File: src/rtl/param_pipelined_core_if.sv
// rtl/param_pipelined_core_if.sv - instruction-fetch bus between core and instruction memory
//
// Ports (modports):
//   master (core)   : out imem_addr, in imem_data, in imem_valid
//   slave  (memory) : in imem_addr, out imem_data, out imem_valid
//   imem_addr  : fetch address, equal to the core's pc
//   imem_data  : instruction at imem_addr, returned in the same cycle
//   imem_valid : imem_data is usable this cycle; 0 stalls fetch
interface param_pipelined_core_if #(
  parameter int PC_W    = 8,
  parameter int INSTR_W = 8
);
  logic [PC_W-1:0]    imem_addr;
  logic [INSTR_W-1:0] imem_data;
  logic               imem_valid;

  modport master (
    output imem_addr,
    input  imem_data,
    input  imem_valid
  );

  modport slave (
    input  imem_addr,
    output imem_data,
    output imem_valid
  );
endinterface

File: src/rtl/param_pipelined_core.sv
// rtl/param_pipelined_core.sv - parametrised 4-stage in-order core (ADD/SUB/MOV/J)
//
// Pipeline: IF -> IF/ID -> ID -> ID/EX -> EX -> EX/WB -> register file.
// Ports:
//   clk       : rising-edge clock
//   reset     : asynchronous active-low reset
//   imem      : fetch bus (master side), imem_addr = pc
//   pc        : current program counter
//   flush     : fetch slot discarded this cycle because a jump sits in ID
//   fwd_sel   : [0] EX rs operand taken from WB, [1] EX rd operand taken from WB
//   wb_en     : WB holds a valid register-writing instruction
//   wb_addr   : destination register in WB
//   wb_data   : result in WB
//   retired   : instructions leaving EX (jumps included), wrapping counter
//   dbg_addr  : debug register read address
//   dbg_data  : raw register file contents at dbg_addr (no bypass)
module param_pipelined_core #(
  parameter int DATA_W = 8,
  parameter int REG_AW = 3,
  parameter int PC_W   = 8,
  parameter int RET_W  = 16
) (
  input  logic                   clk,
  input  logic                   reset,
  param_pipelined_core_if.master imem,
  output logic [PC_W-1:0]        pc,
  output logic                   flush,
  output logic [1:0]             fwd_sel,
  output logic                   wb_en,
  output logic [REG_AW-1:0]      wb_addr,
  output logic [DATA_W-1:0]      wb_data,
  output logic [RET_W-1:0]       retired,
  input  logic [REG_AW-1:0]      dbg_addr,
  output logic [DATA_W-1:0]      dbg_data
);

  localparam int REG_CNT = 2**REG_AW;
  localparam int INSTR_W = 2 + 2*REG_AW;
  localparam int TGT_W   = 2*REG_AW;

  // Bits of the pc kept across a jump: everything above the jump target field.
  localparam logic [PC_W-1:0] PAGE_MASK = ~((PC_W'(1) << TGT_W) - PC_W'(1));

  typedef enum logic [1:0] {
    OP_ADD = 2'b00,
    OP_SUB = 2'b01,
    OP_MOV = 2'b10,
    OP_J   = 2'b11
  } op_t;

  // Register file
  logic [DATA_W-1:0] regs [REG_CNT];

  // IF/ID
  logic               if_id_valid;
  logic [INSTR_W-1:0] if_id_instr;
  logic [PC_W-1:0]    if_id_pc;

  // ID/EX
  logic               id_ex_valid;
  op_t                id_ex_op;
  logic [REG_AW-1:0]  id_ex_rd;
  logic [REG_AW-1:0]  id_ex_rs;
  logic [DATA_W-1:0]  id_ex_rd_val;
  logic [DATA_W-1:0]  id_ex_rs_val;

  // ID decode
  op_t               id_op;
  logic [REG_AW-1:0] id_rd;
  logic [REG_AW-1:0] id_rs;
  logic [TGT_W-1:0]  id_tgt;
  logic              id_jump;
  logic [PC_W-1:0]   jump_pc;
  logic [DATA_W-1:0] id_rd_val;
  logic [DATA_W-1:0] id_rs_val;

  // EX
  logic              fwd_rs;
  logic              fwd_rd;
  logic [DATA_W-1:0] ex_rs_val;
  logic [DATA_W-1:0] ex_rd_val;
  logic [DATA_W-1:0] ex_result;

  assign imem.imem_addr = pc;
  assign dbg_data       = regs[dbg_addr];

  assign id_op   = op_t'(if_id_instr[INSTR_W-1 -: 2]);
  assign id_rd   = if_id_instr[2*REG_AW-1 -: REG_AW];
  assign id_rs   = if_id_instr[REG_AW-1:0];
  assign id_tgt  = if_id_instr[TGT_W-1:0];
  assign id_jump = if_id_valid && (id_op == OP_J);
  assign flush   = id_jump;
  assign jump_pc = (if_id_pc & PAGE_MASK) | PC_W'(id_tgt);

  // The register file is written at the end of the WB cycle, so an ID read of
  // the same register in that cycle must take the value being written.
  assign id_rd_val = (wb_en && (wb_addr == id_rd)) ? wb_data : regs[id_rd];
  assign id_rs_val = (wb_en && (wb_addr == id_rs)) ? wb_data : regs[id_rs];

  // Back-to-back dependency: the producer is in WB while the consumer is in EX.
  assign fwd_rs    = id_ex_valid && wb_en && (wb_addr == id_ex_rs);
  assign fwd_rd    = id_ex_valid && wb_en && (wb_addr == id_ex_rd);
  assign fwd_sel   = {fwd_rd, fwd_rs};
  assign ex_rs_val = fwd_rs ? wb_data : id_ex_rs_val;
  assign ex_rd_val = fwd_rd ? wb_data : id_ex_rd_val;

  always_comb begin
    ex_result = ex_rd_val;
    case (id_ex_op)
      OP_ADD:  ex_result = ex_rd_val + ex_rs_val;
      OP_SUB:  ex_result = ex_rd_val - ex_rs_val;
      OP_MOV:  ex_result = ex_rs_val;
      default: ex_result = ex_rd_val;
    endcase
  end

  always_ff @(posedge clk or negedge reset) begin
    if (!reset) begin
      pc           <= '0;
      if_id_valid  <= 1'b0;
      if_id_instr  <= '0;
      if_id_pc     <= '0;
      id_ex_valid  <= 1'b0;
      id_ex_op     <= OP_ADD;
      id_ex_rd     <= '0;
      id_ex_rs     <= '0;
      id_ex_rd_val <= '0;
      id_ex_rs_val <= '0;
      wb_en        <= 1'b0;
      wb_addr      <= '0;
      wb_data      <= '0;
      retired      <= '0;
      for (int i = 0; i < REG_CNT; i++) begin
        regs[i] <= DATA_W'(i);
      end
    end else begin
      // Fetch: a jump in ID wins over whatever memory presents this cycle.
      if (id_jump) begin
        pc          <= jump_pc;
        if_id_valid <= 1'b0;
      end else if (imem.imem_valid) begin
        pc          <= pc + PC_W'(1);
        if_id_valid <= 1'b1;
        if_id_instr <= imem.imem_data;
        if_id_pc    <= pc;
      end else begin
        if_id_valid <= 1'b0;
      end

      // Decode -> execute
      id_ex_valid  <= if_id_valid;
      id_ex_op     <= id_op;
      id_ex_rd     <= id_rd;
      id_ex_rs     <= id_rs;
      id_ex_rd_val <= id_rd_val;
      id_ex_rs_val <= id_rs_val;

      // Execute -> write-back; a jump retires here but never writes.
      wb_en   <= id_ex_valid && (id_ex_op != OP_J);
      wb_addr <= id_ex_rd;
      wb_data <= ex_result;
      if (id_ex_valid) begin
        retired <= retired + RET_W'(1);
      end

      if (wb_en) begin
        regs[wb_addr] <= wb_data;
      end
    end
  end

endmodule

File: src/flat_wrapper.sv
// flat-port wrapper written by rule: the top's interface ports become plain ports
module param_pipelined_core_flat 
#(
  parameter int DATA_W = 8,
  parameter int REG_AW = 3,
  parameter int PC_W   = 8,
  parameter int RET_W  = 16
)
  (clk, reset, pc, flush, fwd_sel, wb_en, wb_addr, wb_data, retired, dbg_addr, dbg_data, imem_imem_addr, imem_imem_data, imem_imem_valid);
  param_pipelined_core_if #(.PC_W(PC_W), .INSTR_W((2 + 2*REG_AW))) imem_i ();
  input  logic clk;
  input  logic reset;
  output logic [PC_W-1:0] pc;
  output logic flush;
  output logic [1:0] fwd_sel;
  output logic wb_en;
  output logic [REG_AW-1:0] wb_addr;
  output logic [DATA_W-1:0] wb_data;
  output logic [RET_W-1:0] retired;
  input  logic [REG_AW-1:0] dbg_addr;
  output logic [DATA_W-1:0] dbg_data;
  output wire logic [$bits(imem_i.imem_addr)-1:0] imem_imem_addr;
  input wire logic [$bits(imem_i.imem_data)-1:0] imem_imem_data;
  input wire logic [$bits(imem_i.imem_valid)-1:0] imem_imem_valid;
  assign imem_imem_addr = imem_i.imem_addr;
  assign imem_i.imem_data = imem_imem_data;
  assign imem_i.imem_valid = imem_imem_valid;
  param_pipelined_core #(.DATA_W(DATA_W), .REG_AW(REG_AW), .PC_W(PC_W), .RET_W(RET_W)) u_core (.clk(clk), .reset(reset), .imem(imem_i), .pc(pc), .flush(flush), .fwd_sel(fwd_sel), .wb_en(wb_en), .wb_addr(wb_addr), .wb_data(wb_data), .retired(retired), .dbg_addr(dbg_addr), .dbg_data(dbg_data));
endmodule
File: config.mk
export PLATFORM = sky130hd
export DESIGN_NAME = param_pipelined_core_flat
export DESIGN_NICKNAME = d
export VERILOG_FILES = /design/src/rtl/param_pipelined_core_if.sv /design/src/rtl/param_pipelined_core.sv /design/src/flat_wrapper.sv
export SDC_FILE = /design/constraint.sdc
export NUM_CORES = 1
export LEC_CHECK = 0
export CORE_ASPECT_RATIO = 1.75
export CORE_MARGIN = 1
export CORE_UTILIZATION = 53
export DETAILED_ROUTE_END_ITERATION = 6
export PLACE_DENSITY_LB_ADDON = 0.12
export SLEW_MARGIN = 20
export SYNTH_ARGS = -nofsm -noshare
export SYNTH_HDL_FRONTEND = slang
export SYNTH_SLANG_ARGS = --single-unit
File: constraint.sdc
create_clock -name clk -period 3.7 [get_ports clk]
set_clock_uncertainty 0.05 [all_clocks]
set_input_delay 0.37 -clock clk [delete_from_list [all_inputs] [get_ports clk]]
set_output_delay 0.37 -clock clk [all_outputs]
set_load 0.005 [all_outputs]
==> After elaboration in Yosys (flattened, before gate mapping) <==
Cells that the tools add are included.
W data, S select, Z words.
{ "totals": {"inputBits": 14, "reg_bits": 142, "word_cells": 77} }
{ "classes": {"reduce_logical": 11, "n_bitwise": 6, "mux": 21, "addsub": 4, "eq_ne": 8, "n_lt_le_gt_ge": 5} }
{ "ops": {"columns": ["op", "n"], "rows": [
  ["$mux W8", 13],
  ["$bmux W8 S3", 3],
  ["$bwmux W64", 1],
  ["$demux W8 S3", 1],
  ["$pmux W8 S3", 1],
  ["$add A16 B1 Y16 const B", 1],
  ["$ge A4 B4 Y1 const B", 4],
  ["$not A3 Y4", 4],
  ["$eq A3 B3 Y1", 4],
  ["$add A8 B1 Y8 const B", 1],
  ["$add A8 B8 Y8", 1],
  ["$logic_and A1 B1 Y1", 8],
  ["$or A8 B6 Y8", 1],
  ["$sub A8 B8 Y8", 1],
  ["$eq A2 B2 Y1 const B", 2],
  ["$lt A4 B1 Y1 const B", 1],
  ["$eq A2 B1 Y1 const B", 1],
  ["$logic_not A2 Y1", 1],
  ["$mux W1", 2],
  ["$ne A2 B2 Y1 const B", 1],
  ["$reduce_and A2 Y1", 1],
  ["$reduce_bool A2 Y1", 1],
  ["$not A1 Y1", 1]
]} }

==> Longest topological paths before layout <==
Gate-level depths: netlist (run 1).
{ "logic_depth": {"word_depth": 6, "mapped_depth": 15, "mapped_depth_nobuf": 13} }

==> Least setup slack after synthesis (run 1) <==
Ideal clock, no wire load.
{ "synth_path": {"path_kind": "flip-flop to flip-flop", "start": "register u_core.wb_addr[0]", "end": "register u_core.wb_data[7]", "arrival_time_ns": 3.630, "synth_period_minus_slack_ns": 3.798, "path_slack_ns": -0.098, "stages_incl_launch_ff": 15, "required_time_ns": 3.531, "setup_time_ns": 0.119, "n_path_buf": 2, "path_cell_list": "dfrtp_1 > buf_6 > xor2_1 > or4_4 > buf_6 > mux2i_1 > o21ai_0 > xor2_1 > ha_1 > or4_1 > a31oi_1 > a31oi_1 > a31oi_1 > xnor3_1 > o21a_1"} }
{ "synth_via": {"elab_chain_cells": 5, "word_cells_on_any_way": 9, "cone_classes": "2 x add/sub; 2 x eq/ne; 3 x mux; 2 x reduce/logical"} }
{ "synth_lines": {"columns": ["element", "line_no", "text"], "rows": [
  ["start: declaration", "param_pipelined_core.sv:30", "output logic [REG_AW-1:0] wb_addr,"],
  ["start signal: assignment", "param_pipelined_core.sv:160", "wb_addr <= id_ex_rd;"],
  ["$eq A3 B3 Y1 (on tied branches)", "param_pipelined_core.sv:102, param_pipelined_core.sv:101", null],
  ["$logic_and A1 B1 Y1 (on tied branches)", "param_pipelined_core.sv:102, param_pipelined_core.sv:101", null],
  ["$mux W8 (on tied branches)", "param_pipelined_core.sv:105, param_pipelined_core.sv:104", null],
  ["$sub A8 B8 Y8 or $add A8 B8 Y8 (tied branches)", "param_pipelined_core.sv:111, param_pipelined_core.sv:110", null],
  ["$pmux W8 S3 (*)", "param_pipelined_core.sv:109", "case (id_ex_op)"],
  ["via u_core.ex_result[7]", "param_pipelined_core.sv:82", "logic [DATA_W-1:0] ex_result;"],
  ["end signal: assignment", "param_pipelined_core.sv:161", "wb_data <= ex_result;"],
  ["end: declaration", "param_pipelined_core.sv:31", "output logic [DATA_W-1:0] wb_data,"]
]} }
Mark *: on every way through the listed nets, which the timed path passes. The rest lies on a longest branch.
A chain may end at the register's enable or synchronous reset.

==> Worst setup path in the final report (run 1) <==
Ends and elaborated chain as after synthesis.

==> results.toml, run 1 <==
[power]
power.internal_mw = 4.90
peakVddDrop_v = 0.000446
total_power_mw = 7.47
p_seq_share_pct = 37.3
pwr_density_cell_nw_per_um2 = 826
p_comb_share_pct = 41.1
p_clk_share_pct = 21.5
p_leak_nw = 3.83
p_sw_share_pct = 34.5
switching_power_mw = 2.58

[drt]
dr.pass1.iters = 4
routed_wl_um = 18000
vias_per_cell = 5.94
drc = 0
detail-route-antenna-nets = 0
drt_iter0_markers = 341
routedWlPerCell_um = 21.3
dr_total_vias = 5025

[logic_synthesis]
muxShareOfSynthArea_pct = 31.2
synth_top_family_by_area = "multiplexers"
yosys.area.top_type = "dfrtp_1"
synth_xor_area_share_pct = 5.65
synth_edf_count = 0
syn_nets = 608
syn_avg_cell_area_um2 = 12.9
ys_ff_latch = 136
synth-seq-area-share_pct = 45.4
synth_compound_area_share_pct = 5.32
synth_flop_cell = "dfrtp_1"
synthSimpleGateAreaFrac_pct = 7.29
synth.top_cells.by_area = "dfrtp_1 41%, mux4_2 14%, mux2_2 13%"
yosys.area.top_type_share_pct = 41.2
syn_area_um2 = 7530
synthArstFlopShare_pct = 100
yosysWarningCount = 0
synthCells = 585
synth_cell_types = 46
synthAdderAreaFrac_pct = 1.59

[run_status]
status = "complete, no violations"

[clocking]
clkTransAtPathRegs_ps = 60
cts_tree = "done"
cts.sinks = 136
root_buffer = "clkbuf_16"
h-tree-depth = 4
clockBufferDepth = 2
clock_latency_ps = 410
numCtsBuffers = 17

[sta]
timing.final.ws_setup_ps = 94.6
slew_violations = 0
fin_setup_tns_ps = 0
max_freq_mhz = 277
slew_headroom_pct = 27.0
fin_crit_sh_pct = 97.4
hold_viol = 0
period_needed_ps = 3610
setup_viol = 0
worstMarginPinSlew_ps = 1090

[floorplan]
dieArea_um2 = 14700
die_h_um = 160
fp.dieW_um = 92.1
io_pins = 69
rows = 57
coreArea_um2 = 13900
initial_core_util_pct = 54.2

[cells_and_area]
multi_input_area_um2 = 3880
nets = 679
drive_above_1_share_pct = 33.5
area_delta_synth_final_pct = 20.2
regArea_um2 = 3420
fin_util_pct = 65.1
final_area_um2 = 9050
fillers = 1033
num_antenna_cells = 0

[run]
max-cap-violations = 0

[critical_path]
critPathTopFamily = "simple AND/OR/NAND/NOR gates"
worstSetupEndpointType = "flip-flop"
critPathSlowestCell = "or4_4"
cpMostUsedCell = "a31oi_1"
critPathArrivalTime_ps = 3860
crit_type = "reg2reg"
rr_startpoint = "u_core.wb_addr[0]$_DFF_PN0_"
path_buf_inv = 1
critPathMaxStageDelay_ps = 620
rrSetupSlack_ps = 90
startpoint_type = "flip-flop"
reg2reg_to = "u_core.wb_data[7]$_DFF_PN0_"
path_max_fanout = 5
worstRegToRegCells = 13
worstPathCellList = "xor2_1 > or4_4 > buf_12 > mux2i_4 > o21ai_2 > xor2_1 > ha_2 > or4_1 > a31oi_1 > a31oi_1 > a31oi_1 > xnor3_1 > o21a_1"
required_ps = 3950

[placed_design]
port_buffers = 68
dp_hpwl_um = 12400
detailedPlace.worstSlack_ps = -28.1
globalplace.congestion = 0.867
place_area_um2 = 8440

[global_route]
grt_first_pass_wirelength_um = 29400
antenna_found_initial = 0
grt_overflow = 0
gr-usage-all-layers_pct = 26.5
grt_max_degree = 90
grt_pass1_vias = 5403

[worst_hold_path]
min_path_cells = 0
hold_class = "reg2reg"
hold_path_startpoint = "u_core.if_id_valid$_DFF_PN0_"
min_to = "u_core.id_ex_valid$_DFF_PN0_"
-- synthesized netlist by cell type, types with 2 or more instances --
library cell / number
nand2b_1: 5
a21o_1: 2
nand4b_1: 3
a31oi_1: 4
xnor2_1: 25
nor4_1: 2
o21a_1: 3
and3_1: 4
mux2i_1: 27
inv_1: 6
o21ai_0: 19
nand3_1: 10
a21oi_1: 25
dfstp_2: 12
mux4_2: 48
clkbuf_1: 22
buf_6: 2
buf_4: 10
o211ai_1: 4
nand2_1: 24
dfrtp_1: 124
buf_2: 5
buf_1: 10
nor2_1: 36
nor3b_1: 2
ha_1: 8
nand4_1: 7
mux2_2: 89
xor2_1: 21
o41ai_1: 2
a21boi_0: 2
nor3_1: 8
-- state kept, by name (all words and copies together), names as in the netlist --
signal,flops
u_core.id_ex_valid,1
u_core.imem.imem_addr,8
u_core.if_id_pc,2
u_core.id_ex_rs,3
u_core.id_ex_rd,3
u_core.wb_addr,3
u_core.id_ex_rs_val,8
u_core.id_ex_rd_val,8
u_core.if_id_valid,1
u_core.wb_data,8
u_core.id_ex_op,2
u_core.wb_en,1
u_core.retired,16
u_core.if_id_instr,8
u_core.regs,64
-- worst register-to-register path, delay by kind of cell (launching register included) --
| family | cells | cell delay, ps |
|---|---|---|
| AND/OR/NAND/NOR | 2 | 1130 |
| AO/OA/AOI/OAI | 5 | 770 |
| XOR/XNOR | 3 | 610 |
| flip-flops | 1 | 380 |
| adder cells (fa/ha/maj) | 1 | 210 |
| multiplexers | 1 | 190 |
| buffers and inverters | 1 | 170 |
-- cells in the final DEF (no fill, tap or decap), drive strengths merged, types with 17 or more instances in the layout --
cell	instances
mux2i	27
mux4	48
a21oi	25
dfrtp	124
nand2	24
xor2	21
xnor2	25
clkbuf	17
buf	33
o21ai	19
nor2	36
clkdlybuf4s50	67
mux2	89
-- routing by layer --
| metal | global-route usage, % | part of all wire [%] |
|---|---|---|
| met3 | 5.10 | 3.9 |
| met2 | 46.8 | 55 |
| met1 | 31.6 | 39 |
| met5 | 0 | 0 |
| met4 | 9.87 | 2.0 |
-- worst max-delay path by stage --
stage               depth (start not counted)                     endpoint                        start  slack [ps]
finish                                     13  u_core.wb_data[7]$_DFF_PN0_  u_core.wb_addr[0]$_DFF_PN0_          90
global route                               13  u_core.wb_data[7]$_DFF_PN0_  u_core.wb_addr[0]$_DFF_PN0_          -9
CTS                                        12  u_core.wb_data[7]$_DFF_PN0_  u_core.wb_addr[0]$_DFF_PN0_          50
detailed placement                         12  u_core.wb_data[7]$_DFF_PN0_  u_core.wb_addr[2]$_DFF_PN0_         -30
global placement                           12  u_core.wb_data[7]$_DFF_PN0_  u_core.wb_addr[2]$_DFF_PN0_          50
floorplan                                  14  u_core.wb_data[7]$_DFF_PN0_  u_core.wb_addr[0]$_DFF_PN0_          40
-- power by group through the flow --
stage	Clock (mW)	Sequential (mW)	Combinational (mW)
6_report	1.61	2.79	3.08
5_1_grt	1.71	2.88	3.33
4_1_cts	1.65	2.77	3.07
3_5_place_dp	0	2.79	3.06
3_3_place_gp	0	2.72	2.98
2_1_floorplan	0	2.53	2.24
-- repair_timing --
item,4_1_cts,5_1_grt
setup buffers,2,0
hold buffers,1,0
pin swaps,4,3
hold endpoints to repair,5,0
resized for setup,1,1
endpoints found under the setup margin,1,1
-- through the flow --
step / std cells / hold slack, ps
floorplan: 585 / 24.4
global placement: 811 / 333
detailed placement: 811 / 331
CTS: 846 / 326
global route: 846 / 347
finish: 846 / 321
-- cell type report --
class | instances | share of cell area [%]
multi-input cells | 394 | 42.8
clock inverters | 15 | 1.56
flip-flops and latches | 136 | 37.8
repair buffers | 101 | 10.4
inverters | 6 | 0.249
clock buffers | 17 | 4.70
well taps | 177 | 2.45
-- logic make-up (layout without fill, tap and decap cells) --
| group | Yosys count | after routing |
|---|---|---|
| and+or+nand+nor | 109 | 109 |
| xor gates and xnor gates | 47 | 47 |
| DFF | 136 | 136 |
| muxes | 164 | 164 |
| adders and majority gates | 9 | 9 |
| AOI/OAI and AO/OA | 65 | 65 |
| buffers and inverters | 55 | 139 |
(Power assumes the default switching activity.)
==> run 2: changes to the inputs <==
Settings changed: CORE_UTILIZATION 53 to 45.
==> run 2 against run 1 <==
Critical path depth is 1 lower. Fmax is 2.8% higher. Global-route usage is 3.9 points lower. Register-to-register slack better by 99 ps. First-iteration DRC count is 29% lower. Flip-flop and latch count stayed put. Sequential power hardly changed. Non-clock buffer count is 1 higher. Die area is 17% higher.
==> results.toml, run 2 (same netlist as run 1, synthesis figures left out) <==
[global_route]
antenna_found_initial = 0
grt_overflow = 0
grt_first_pass_wirelength_um = 28900
grt_pass1_vias = 5399
grt_max_degree = 85
gr-usage-all-layers_pct = 22.5

[placed_design]
dp_hpwl_um = 12500
dp.cells = 861
globalplace.congestion = 0.859
port_buffers = 68

[drt]
vias_per_cell = 5.68
dr.max_layer_used = "met4"
detail-route-antenna-nets = 0
drt-met1-wl_um = 6860
route.met3.wl_um = 523
drt_iter0_markers = 243
dr_total_vias = 5078
routedWlPerCell_um = 20.1
dr.pass1.iters = 4
wl_met2_um = 10000
routed_wl_um = 18000
drc = 0

[cells_and_area]
area_delta_synth_final_pct = 21.9
top_regs = "u_core.regs x64, u_core.retired x16"
layout_commonest_cell = "dfrtp_1"
largest_reg_flops = 64
nets = 680
final_cell_mix = "124 x dfrtp_1, 89 x mux2_2, 67 x clkdlybuf4s50_1, 48 x mux4_2, 36 x nor2_1"
top_register = "u_core.regs"
num_antenna_cells = 0
finalNonFillerCells = 894
drive_above_1_share_pct = 33.4

[floorplan]
coreArea_um2 = 16400
fp.dieW_um = 99.8
initial_core_util_pct = 46.0
dieArea_um2 = 17300
io_pins = 69
die_h_um = 173
rows = 62

[critical_path]
path_max_fanout = 5
crit_type = "reg2reg"
worstPathCellList = "xor2_1 > or4_4 > o311ai_4 > o21ai_2 > xor2_1 > ha_1 > or4_1 > a31oi_1 > a31oi_1 > a31oi_1 > xnor3_1 > o21a_1"
critPathArrivalTime_ps = 3760
critPathSlowestCell = "or4_4"
critPathTopFamily = "simple AND/OR/NAND/NOR gates"
startpoint_type = "flip-flop"
critPathMaxStageDelay_ps = 600
cpMostUsedCell = "a31oi_1"
worstSetupEndpointType = "flip-flop"
path_buf_inv = 0
required_ps = 3950

[clocking]
clock_latency_ps = 420
numCtsBuffers = 17
clkTransAtPathRegs_ps = 60
post-cts-setup-buffers = 0
h-tree-depth = 4
clockBufferDepth = 2
cts_tree = "done"
cts.sinks = 136
root_buffer = "clkbuf_16"

[sta]
whs_ps = 323
period_needed_ps = 3510
fin_crit_sh_pct = 94.8
slew_headroom_pct = 29.0
hold_viol = 0
fin_setup_tns_ps = 0
rsz0062_at_grt = "no"
max_freq_mhz = 285
slew_violations = 0
worstMarginPinSlew_ps = 1060
setup_viol = 0

[power]
pwr_density_cell_nw_per_um2 = 829
p_leak_nw = 3.88
peakVddDrop_v = 0.000476

[run_status]
status = "complete, no violations"

[run]
max-cap-violations = 0

[worst_hold_path]
hold_class = "reg2reg"
[run 2: cell count changes in the layout (fill, tap and decap cells not counted), sizes merged]
cell      before  now
bufinv         1    4
clkinvlp       5    1
inv           12    9
clkinv         3    6
buf           33   34
clkbuf        17   18
[run 2: cell type report]
type	count	area [um2]
inverters	6	22.5
repair buffers	102	952
clock buffers	18	439
fillers	1405	7190
multi-input cells	394	3870
well taps	224	280
flip-flops and latches	136	3420
clock inverters	14	195
[run 2: power by group]
group	leakage, nW	switching, mW	internal [mW]
logic	1.89	1.18	1.85
registers	1.68	0.671	2.10
clock network	0.311	0.659	1.15
[run 2: timing repair]
action,4_1_cts,5_1_grt
gates resized for setup,0,1
endpoints found under the setup margin,0,1
endpoints found under the hold margin,56,0
hold buffers,1,0
[run 2: path summary, 6_finish.rpt]
kind	start	to	slack, ps	cells past startpoint
min in group asynchronous	reset	u_core.retired[3]$_DFFE_PN0P_	520	2
max reg2reg	u_core.wb_addr[0]$_DFF_PN0_	u_core.wb_data[7]$_DFF_PN0_	190	12
min	u_core.if_id_valid$_DFF_PN0_	u_core.id_ex_valid$_DFF_PN0_	320	0
max	u_core.wb_addr[0]$_DFF_PN0_	u_core.wb_data[7]$_DFF_PN0_	190	12
max in group asynchronous	reset	u_core.regs[2]$_DFFE_PN1P_	2260	3
min reg2reg	u_core.if_id_valid$_DFF_PN0_	u_core.id_ex_valid$_DFF_PN0_	320	0
[run 2: worst register-to-register path: stages, from the launching register on]
cell,delay (ps)
dfrtp_1,390
xor2_1,180
or4_4,600
o311ai_4,260
o21ai_2,110
xor2_1,170
ha_1,220
or4_1,520
a31oi_1,170
a31oi_1,100
a31oi_1,230
xnor3_1,230
o21a_1,170
[run 2: stage by stage]
stage          power (mW)  setup WS, ps  util (%)  cell area (um2)
6_report             7.61           194      56.1             9180
5_1_grt              8.12          10.1      56.1             9180
4_1_cts              7.69          55.7      56.1             9180
3_5_place_dp         5.85          65.7      52.1             8530
3_3_place_gp         5.75          88.9      52.1             8530
2_1_floorplan        4.77          36.6         -             7550
[run 2: per-layer routing]
layer	track usage [%]	vias up
li1	-	2296
met4	11.3	0
met5	0	-
met3	4.37	34
met2	40.9	110
met1	24.4	2638
